===== src/rtl/hood_display_driver.sv =====
// hood_display_driver: scans mode, countdown and wall-clock onto an 8-digit 7-segment display.
// A frame snapshot taken at each 7->0 wrap keeps every rendered frame coherent.
module hood_display_driver #(
  parameter int CLK_FREQ = 100_000_000,
  parameter int SCAN_HZ  = 1000,
  parameter int BLINK_HZ = 2,
  parameter int BLINK_TH = 5
) (
  input  logic       clk,
  input  logic       reset,
  input  logic [2:0] state,
  input  logic [7:0] time_left,
  input  logic [4:0] clock_hh,
  input  logic [5:0] clock_mm,
  input  logic [5:0] clock_ss,
  output logic [7:0] seg,
  output logic [7:0] an
);
  localparam int SCAN_DIV  = CLK_FREQ / (SCAN_HZ * 8);
  localparam int BLINK_DIV = CLK_FREQ / (2 * BLINK_HZ);
  localparam int SW = $clog2(SCAN_DIV);
  localparam int BW = $clog2(BLINK_DIV);

  logic [SW-1:0]   scan_cnt;
  logic [BW-1:0]   blink_cnt;
  logic            blink_phase, tick, btick, wrap, blink_off;
  logic [2:0]      idx, idx_n, st_s;
  logic [7:0]      tl_s, hh_p, mm_p, ss_p;
  logic [4:0]      hh_s;
  logic [5:0]      mm_s, ss_s;
  logic [19:0]     dd;
  logic [3:0]      bcnt, h_d, t_d, o_d;
  logic [7:0][7:0] g;

  function automatic logic [7:0] dig(input logic [3:0] d);
    case (d)
      4'd0: dig = 8'h3f;
      4'd1: dig = 8'h06;
      4'd2: dig = 8'h5b;
      4'd3: dig = 8'h4f;
      4'd4: dig = 8'h66;
      4'd5: dig = 8'h6d;
      4'd6: dig = 8'h7d;
      4'd7: dig = 8'h07;
      4'd8: dig = 8'h7f;
      4'd9: dig = 8'h6f;
      default: dig = 8'h00;
    endcase
  endfunction

  function automatic logic [7:0] split(input logic [5:0] v);
    split = v >= 6'd50 ? {4'd5, 4'(v - 6'd50)} :
            v >= 6'd40 ? {4'd4, 4'(v - 6'd40)} :
            v >= 6'd30 ? {4'd3, 4'(v - 6'd30)} :
            v >= 6'd20 ? {4'd2, 4'(v - 6'd20)} :
            v >= 6'd10 ? {4'd1, 4'(v - 6'd10)} : {4'd0, v[3:0]};
  endfunction

  function automatic logic [15:0] pair(input logic [7:0] p, input logic bad, input logic dp);
    pair = bad ? {8'h79, 8'h79 | {dp, 7'd0}} : {dig(p[7:4]), dig(p[3:0]) | {dp, 7'd0}};
  endfunction

  // One double-dabble step: add-3 correction on each BCD nibble, then shift.
  function automatic logic [19:0] dab(input logic [19:0] v);
    dab = {v[19:16] >= 4'd5 ? v[19:16] + 4'd3 : v[19:16],
           v[15:12] >= 4'd5 ? v[15:12] + 4'd3 : v[15:12],
           v[11:8]  >= 4'd5 ? v[11:8]  + 4'd3 : v[11:8],
           v[7:0]} << 1;
  endfunction

  always_comb begin
    tick      = scan_cnt == SW'(SCAN_DIV - 1);
    btick     = blink_cnt == BW'(BLINK_DIV - 1);
    idx_n     = an == 8'd0 ? 3'd0 : idx + 3'd1;
    wrap      = tick && an != 8'd0 && idx == 3'd7;
    hh_p      = split({1'b0, hh_s});
    mm_p      = split(mm_s);
    ss_p      = split(ss_s);
    blink_off = tl_s != 8'd0 && tl_s <= 8'(BLINK_TH) && !blink_phase;
    g         = '0;
    g[7]      = st_s == 3'd7 ? 8'h79 : dig({1'b0, st_s});
    case (st_s)
      3'd1: g[3:0] = {4{8'h40}};
      3'd2: g[0] = dig(4'd1);
      3'd3: g[0] = dig(4'd2);
      3'd4, 3'd5: begin
        g[2] = h_d == 4'd0 || blink_off ? 8'h00 : dig(h_d);
        g[1] = (h_d == 4'd0 && t_d == 4'd0) || blink_off ? 8'h00 : dig(t_d);
        g[0] = blink_off ? 8'h00 : dig(o_d);
      end
      3'd6: g[5:0] = {pair(hh_p, hh_s > 5'd23, 1'b1), pair(mm_p, mm_s > 6'd59, 1'b1),
                      pair(ss_p, ss_s > 6'd59, 1'b0)};
      default: ;
    endcase
  end

  always_ff @(posedge clk or posedge reset) begin
    if (reset) begin
      scan_cnt    <= '0;
      blink_cnt   <= '0;
      blink_phase <= 1'b1;
      idx         <= '0;
      seg         <= '0;
      an          <= '0;
      st_s        <= '0;
      tl_s        <= '0;
      hh_s        <= '0;
      mm_s        <= '0;
      ss_s        <= '0;
      dd          <= '0;
      bcnt        <= '0;
      h_d         <= '0;
      t_d         <= '0;
      o_d         <= '0;
    end else begin
      scan_cnt  <= tick ? '0 : scan_cnt + SW'(1);
      blink_cnt <= btick ? '0 : blink_cnt + BW'(1);
      if (btick) blink_phase <= !blink_phase;
      if (tick) begin
        idx <= idx_n;
        an  <= 8'd1 << idx_n;
        seg <= g[idx_n];
      end
      if (wrap) begin
        st_s <= state;
        tl_s <= time_left;
        hh_s <= clock_hh;
        mm_s <= clock_mm;
        ss_s <= clock_ss;
        dd   <= {12'd0, time_left};
        bcnt <= 4'd1;
      end else if (bcnt == 4'd9) begin
        {h_d, t_d, o_d} <= dd[19:8];
        bcnt            <= '0;
      end else if (bcnt != 4'd0) begin
        dd   <= dab(dd);
        bcnt <= bcnt + 4'd1;
      end
    end
  end
endmodule


===== config.mk =====
export PLATFORM = sky130hd
export DESIGN_NAME = hood_display_driver
export DESIGN_NICKNAME = d
export VERILOG_FILES = /design/src/rtl/hood_display_driver.sv
export SDC_FILE = /design/constraint.sdc
export NUM_CORES = 1
export LEC_CHECK = 0
export CORE_AREA = 3 3 130 163
export CTS_CLUSTER_DIAMETER = 200
export CTS_CLUSTER_SIZE = 10
export DETAILED_ROUTE_END_ITERATION = 12
export DIE_AREA = 0 0 133 166
export PLACE_DENSITY = 0.61
export SLEW_MARGIN = 20
export SYNTH_ARGS = -nofsm -noshare
export SYNTH_HDL_FRONTEND = slang
export SYNTH_SLANG_ARGS = --single-unit

===== constraint.sdc =====
create_clock -name clk -period 4.7 [get_ports clk]
set_input_delay 0.705 -clock clk [delete_from_list [all_inputs] [get_ports clk]]
set_output_delay 0.705 -clock clk [all_outputs]
set_load 0.05 [all_outputs]

Word-level counts from Yosys, hierarchy flattened
Memories as Yosys holds them, arrays and structs flattened.
Cells that the tools add are included.
{ "word_totals": {"wordCells": 144, "n_memories": 10, "out_inout_bits": 16, "mem_bits_ro": 1064, "register_bits": 123, "in_bits": 30} }
{ "classes": {"magnitude_cmp": 23, "addsub": 22, "n_bitwise": 1, "shifts": 1, "n_eq_ne": 12, "muxes": 40, "reduce_logical": 19} }
{ "mem_list": {"columns": ["name", "words", "word_bits", "read_ports", "rd_clocked_by_memory_dff", "wr", "line", "text"], "rows": [
  ["(no name shown)", 16, 7, 1, 0, 0, "36", "case (d)"],
  ["(no name shown)", 16, 7, 1, 0, 0, "36", null],
  ["(no name shown)", 16, 7, 1, 0, 0, "36", null],
  ["(no name shown)", 16, 7, 1, 0, 0, "36", null],
  ["(no name shown)", 16, 7, 1, 0, 0, "36", null],
  ["(no name shown)", 16, 7, 1, 0, 0, "36", null],
  ["4 more memories", null, null, null, null, null, null, null]
]} }
{ "ops": {"columns": ["cell", "count"], "rows": [
  ["$mux W16", 4],
  ["$mux W20", 3],
  ["$pmux W16 S3", 1],
  ["$mux W7", 6],
  ["$mux W8", 5],
  ["$pmux W8 S5", 1],
  ["$mux W6", 6],
  ["$sub A4 B4 Y4 const B", 9],
  ["$add A25 B1 Y25 const B", 1],
  ["$eq A25 B25 Y1 const B", 1],
  ["$mux W25", 1],
  ["$bmux W8 S3", 1],
  ["$ge A6 B5 Y1 const B", 4],
  ["$ge A6 B6 Y1 const B", 4],
  ["$mux W4", 5],
  ["$pmux W8 S2", 1],
  ["$reduce_bool A8 Y1", 2],
  ["$eq A3 B3 Y1 const B", 5],
  ["$mux W5", 3],
  ["$add A14 B1 Y14 const B", 1],
  ["$eq A14 B14 Y1 const B", 1],
  ["$mux W14", 1],
  ["$ge A4 B3 Y1 const B", 3],
  ["$ge A5 B6 Y1 const B", 2],
  ["other kinds (30)", 47]
]} }

Longest topological paths before layout
An unclocked memory read counts as a cell.
{ "logic_depth": {"depth_word": 11, "depth_mapped": 17, "mapped_depth_nobuf": 16} }

Worst setup path before layout
OpenSTA, ideal clock, no wires.
{ "synth_path": {"path_kind": "register to register", "from": "register mm_s[2]", "to": "register seg[6]", "t_arrival_ps": 3254, "n_path_buf": 0, "slack_ps": 1358, "path_stages_with_launch": 14, "setup_time_ps": 87, "cell_sequence": "dfrtp_1 -> inv_1 -> ha_1 -> a2111o_1 -> a41o_2 -> a221oi_4 -> xnor2_1 -> inv_1 -> ha_1 -> a2111oi_0 -> a22oi_1 -> o211ai_1 -> a221oi_1 -> o211ai_1"} }
{ "synth_between": {"elab_chain_len": 11, "elab_cells_between_ends": 23, "cone_classes": "add/sub: 5; order compare: 6; mux: 10; memory: 2"} }
{ "synth_lines": {"columns": ["element", "line", "text"], "rows": [
  ["from (decl)", "30", "logic [5:0] mm_s, ss_s;"],
  ["from (signal assigned)", "128", "mm_s <= clock_mm;"],
  ["$ge A6 B4 Y1 / $sub A4 B4 Y4 (equally long branches)", "56", "v >= 6'd10 ? {4'd1, 4'(v - 6'd10)} : {4'd0, v[3:0]};"],
  ["$mux W5", "56", null],
  ["$mux W6", "55", "v >= 6'd20 ? {4'd2, 4'(v - 6'd20)} :"],
  ["$mux W6", "54", "v >= 6'd30 ? {4'd3, 4'(v - 6'd30)} :"],
  ["$mux W7", "53", "v >= 6'd40 ? {4'd4, 4'(v - 6'd40)} :"],
  ["$mux W7", "52", "split = v >= 6'd50 ? {4'd5, 4'(v - 6'd50)} :"],
  ["$mem_v2 Z16 W7", null, null],
  ["$mux W16 (*)", "60", "pair = bad ? {8'h79, 8'h79 | {dp, 7'd0}} : {dig(p[7:4]), dig(p[3:0]) | {dp, 7'd0}};"],
  ["$pmux W16 S3 / $pmux W8 S2 (equally long branches)", "82", "case (st_s)"],
  ["$bmux W8 S3 (*)", "122", "seg <= g[idx_n];"],
  ["$mux W8 (not written as such) (*)", "122", null],
  ["to (signal assigned)", "122", null],
  ["to (decl)", "16", "output logic [7:0] seg,"]
]} }
Every way passes the cells marked *; elsewhere a longest branch is shown, timed or not. The select of a mux whose other input is x is not followed.
A chain may end at the register's enable or synchronous reset.

Worst setup path after layout
{ "layout_path": {"from": "register mm_s[3]", "to": "register seg[6]"} }
Same word-level chain as after synthesis.

==> impl_metrics.tcl <==
set metrics [dict create \
    clock-root-buffer "clkbuf_16" \
    hold_class "reg -> reg" \
    yosys_warnings 0 \
    cts.path.max_buffers 2 \
    place_congestion 0.906 \
    clk_latency_ns 0.42 \
    required_ns 5.03 \
    syn_inst 1029 \
    final_util_pct 51.3 \
    fin_ws_ns 0.777 \
    grt_usage_pct 19.8 \
    yosysMostFrequentCell "nand2_1" \
    crit_path_start "mm_s[3]$_DFFE_PP0P_" \
    synth.cell_area_um2 8820 \
    synth_commonest_cells "nand2_1, dfrtp_1, nor2_1" \
    use_met3_pct 4.09 \
    cp-end-kind "flip-flop" \
    ys.flop_type "dfrtp_1" \
    async_reset_ff_share_pct 100 \
    preCtsSetupSlack_ns 0.873 \
    crit_buf_inv 2 \
    worstMarginPinSlew_ns 0.926 \
    numCtsBuffers 17 \
    core-area_um2 19600 \
    fin_nets 1163 \
    post_route_cells_drive_above_1_share_pct 6.37 \
    synth_top_area_cell "dfrtp_1" \
    post_cts_resized 0 \
    grt_pass1_wl_um 36300 \
    synth.avg_cell_area_um2 8.58 \
    die_w_um 133 \
    rr_endpoint "seg[6]$_DFFE_PP0N_" \
    fin_cells 1332 \
    reg2reg_from "mm_s[3]$_DFFE_PP0P_" \
    antenna_cells 0 \
    overflow 0 \
    r2r_slack_ns 0.78 \
    ant_nets 0 \
    finalSetupTns_ns 0 \
    cts_sinks 123 \
    synthesis.nets 1138 \
    place_inst 1300 \
    dp_hpwl_um 15300 \
    synthDistinctLibCells 85 \
    synth_top_area_share_pct 34.6 \
    finalMaxSlewViolations 0 \
    dr.first_iter.drc_count 383 \
    grt_busiest_layer "met2" \
    grt_use_met1_pct 25.3 \
    critPathCapture "seg[6]$_DFFE_PP0N_" \
    status "complete, no violations" \
    htreeDepth 4 \
    relSlewSlack_pct 38.0 \
    path_clk_slew_ns 0.06 \
    cp-start-kind "flip-flop" \
    hold_viol_final 0 \
    grt_max_degree 69 \
    io_buffers 45 \
    clock_skew_ns 0.0112 \
    top_level_ports 46 \
    cpPeakStageDelay_ns 0.60 \
    cts_setup_buffers 0 \
    vdd_drop_max_uv 225 \
    p_leak_nw 4.27 \
    drcViolationCount 0 \
    cp_cell_sequence "inv_1 > ha_1 > a21boi_0 > a211oi_1 > a221oi_4 > xnor2_1 > inv_1 > ha_1 > a2111oi_0 > a22oi_1 > o211ai_1 > a221oi_1 > o211ai_1" \
    drt_wl_total_um 21400 \
    antenna_found_initial 0 \
    grtUsageMet2_pct 32.6 \
    period_needed_ns 3.92 \
    rsz0062_at_grt "no" \
    fin_crit_sh_pct 83.5 \
    fmaxAchievable_ghz 0.255 \
    synthTopCellsByArea "dfrtp_1, ha_1, nand2_1" \
    synth_edf_count 0 \
    crit_fanout 13 \
    initial_core_util_pct 45.0 \
    grt_pass1_vias 7365 \
    cp.arrival_ns 4.26 \
    via_per_inst 5.68 \
    final-setup-viol-count 0 \
    ys_ff_latch 123 \
    rows 57 \
    dieHeight_um 166 \
    critPathKind "reg -> reg" \
    fillCellCount 1867 \
    path_delay_family "compound AO/OA/AOI/OAI gates" \
    worstRegToRegCells 13 \
    vias 7572 \
    cts_tree "built" \
    die_area_um2 22100 \
    dpl_cell_area_um2 9450 \
    yosysSeqAreaShare_pct 34.9 \
    cellPowerDensity_nw_per_um2 247 \
    syn2layout_area_growth_pct 14.1 \
    hold_buffers 0 \
    design_area_um2 10100 \
    routedWlPerCell_um 16.1 \
    dr.pass1.iters 6 \
    crit_slowest_cell "dfrtp_1" \
    cp.depth 13 \
    maxCapViolCount 0 \
]
registers in the layout (all words and copies together), names as in the netlist, 4 cells and up:
name / flops
an: 8
bcnt: 4
blink_cnt: 25
dd: 20
h_d: 4
hh_s: 5
mm_s: 6
o_d: 4
scan_cnt: 14
seg: 8
ss_s: 6
t_d: 4
tl_s: 8
metrics by stage:
step	hold WS [ns]	power, mW
6_report	0.468	2.48
5_1_grt	0.501	2.57
4_1_cts	0.471	2.51
3_5_place_dp	0.459	1.13
3_3_place_gp	0.455	1.13
2_1_floorplan	0.439	1.09
area by class of cell:
type                       instances  area [µm²]  area share, %
inverter                          55         209           2.08
clock inverter                    14         185           1.84
clock buffer                      18         429           4.26
tap                              265         332           3.29
multi-input combinational        804        5310           52.7
timing repair buffer              53         523           5.20
sequential                       123        3080           30.6
power breakdown:
| group | switching (mW) | internal (mW) | total, mW |
|---|---|---|---|
| logic | 0.0247 | 0.0230 | 0.0477 |
| registers | 0 | 1.06 | 1.06 |
| clock network | 0.530 | 0.846 | 1.38 |
| total | 0.555 | 1.93 | 2.48 |
cell families (layout without fill, tap and decap cells):
family          after synthesis  after routing  share of synthesized area, %
xor+xnor                     49             49                          4.86
compound gates              276            276                          20.7
buf+inv                     102            140                          4.98
flops                       123            123                          34.9
mux                          21             21                          2.55
fa+ha+maj                    79             79                          11.2
simple gates                379            379                          20.8
worst register-to-register path: stages (launching register included):
cell	delay, ns
dfrtp_1	0.60
inv_1	0.21
ha_1	0.24
a21boi_0	0.47
a211oi_1	0.20
a221oi_4	0.35
xnor2_1	0.38
inv_1	0.23
ha_1	0.25
a2111oi_0	0.30
a22oi_1	0.16
o211ai_1	0.14
a221oi_1	0.11
o211ai_1	0.22
worst min-delay path by stage:
stage	start	end	slack, ns	cells past startpoint
final	blink_cnt[4]$_DFF_PP0_	blink_cnt[4]$_DFF_PP0_	0.47	1
after global routing	blink_cnt[4]$_DFF_PP0_	blink_cnt[4]$_DFF_PP0_	0.50	1
after floorplan	blink_cnt[4]$_DFF_PP0_	blink_cnt[4]$_DFF_PP0_	0.44	1
after global placement	blink_cnt[4]$_DFF_PP0_	blink_cnt[4]$_DFF_PP0_	0.46	1
after CTS	blink_cnt[4]$_DFF_PP0_	blink_cnt[4]$_DFF_PP0_	0.47	1
after detailed placement	blink_cnt[4]$_DFF_PP0_	blink_cnt[4]$_DFF_PP0_	0.46	1
placed cells by master, fill, tap and decap left out, types with 7 or more instances in the layout:
cell | Yosys | routed
a211oi_1 | 13 | 13
a21oi_1 | 67 | 67
a31oi_1 | 10 | 10
and3_1 | 12 | 11
buf_4 | 3 | 7
clkbuf_16 | 0 | 17
clkdlybuf4s50_1 | 0 | 45
dfrtp_1 | 122 | 122
ha_1 | 79 | 79
inv_1 | 54 | 53
mux2i_1 | 12 | 12
nand2_1 | 154 | 154
nand2b_1 | 10 | 10
nand3_1 | 38 | 38
nand3b_1 | 7 | 7
nand4_1 | 8 | 8
nor2_1 | 80 | 80
nor2b_1 | 8 | 8
nor3_1 | 16 | 16
o2111ai_1 | 7 | 7
o211ai_1 | 12 | 12
o21ai_0 | 75 | 75
o21ai_1 | 7 | 7
o22ai_1 | 9 | 9
o31ai_1 | 7 | 7
or3_1 | 11 | 11
xnor2_1 | 24 | 24
xor2_1 | 25 | 25
routing by layer:
metal  share of wire [%]  up-vias
li1                    -     3721
met1                  45     3609
met2                  48      190
met3                 3.9       52
met4                 3.1        0
met5                   0        -
No activity file was read; power rests on OpenSTA's default activity.
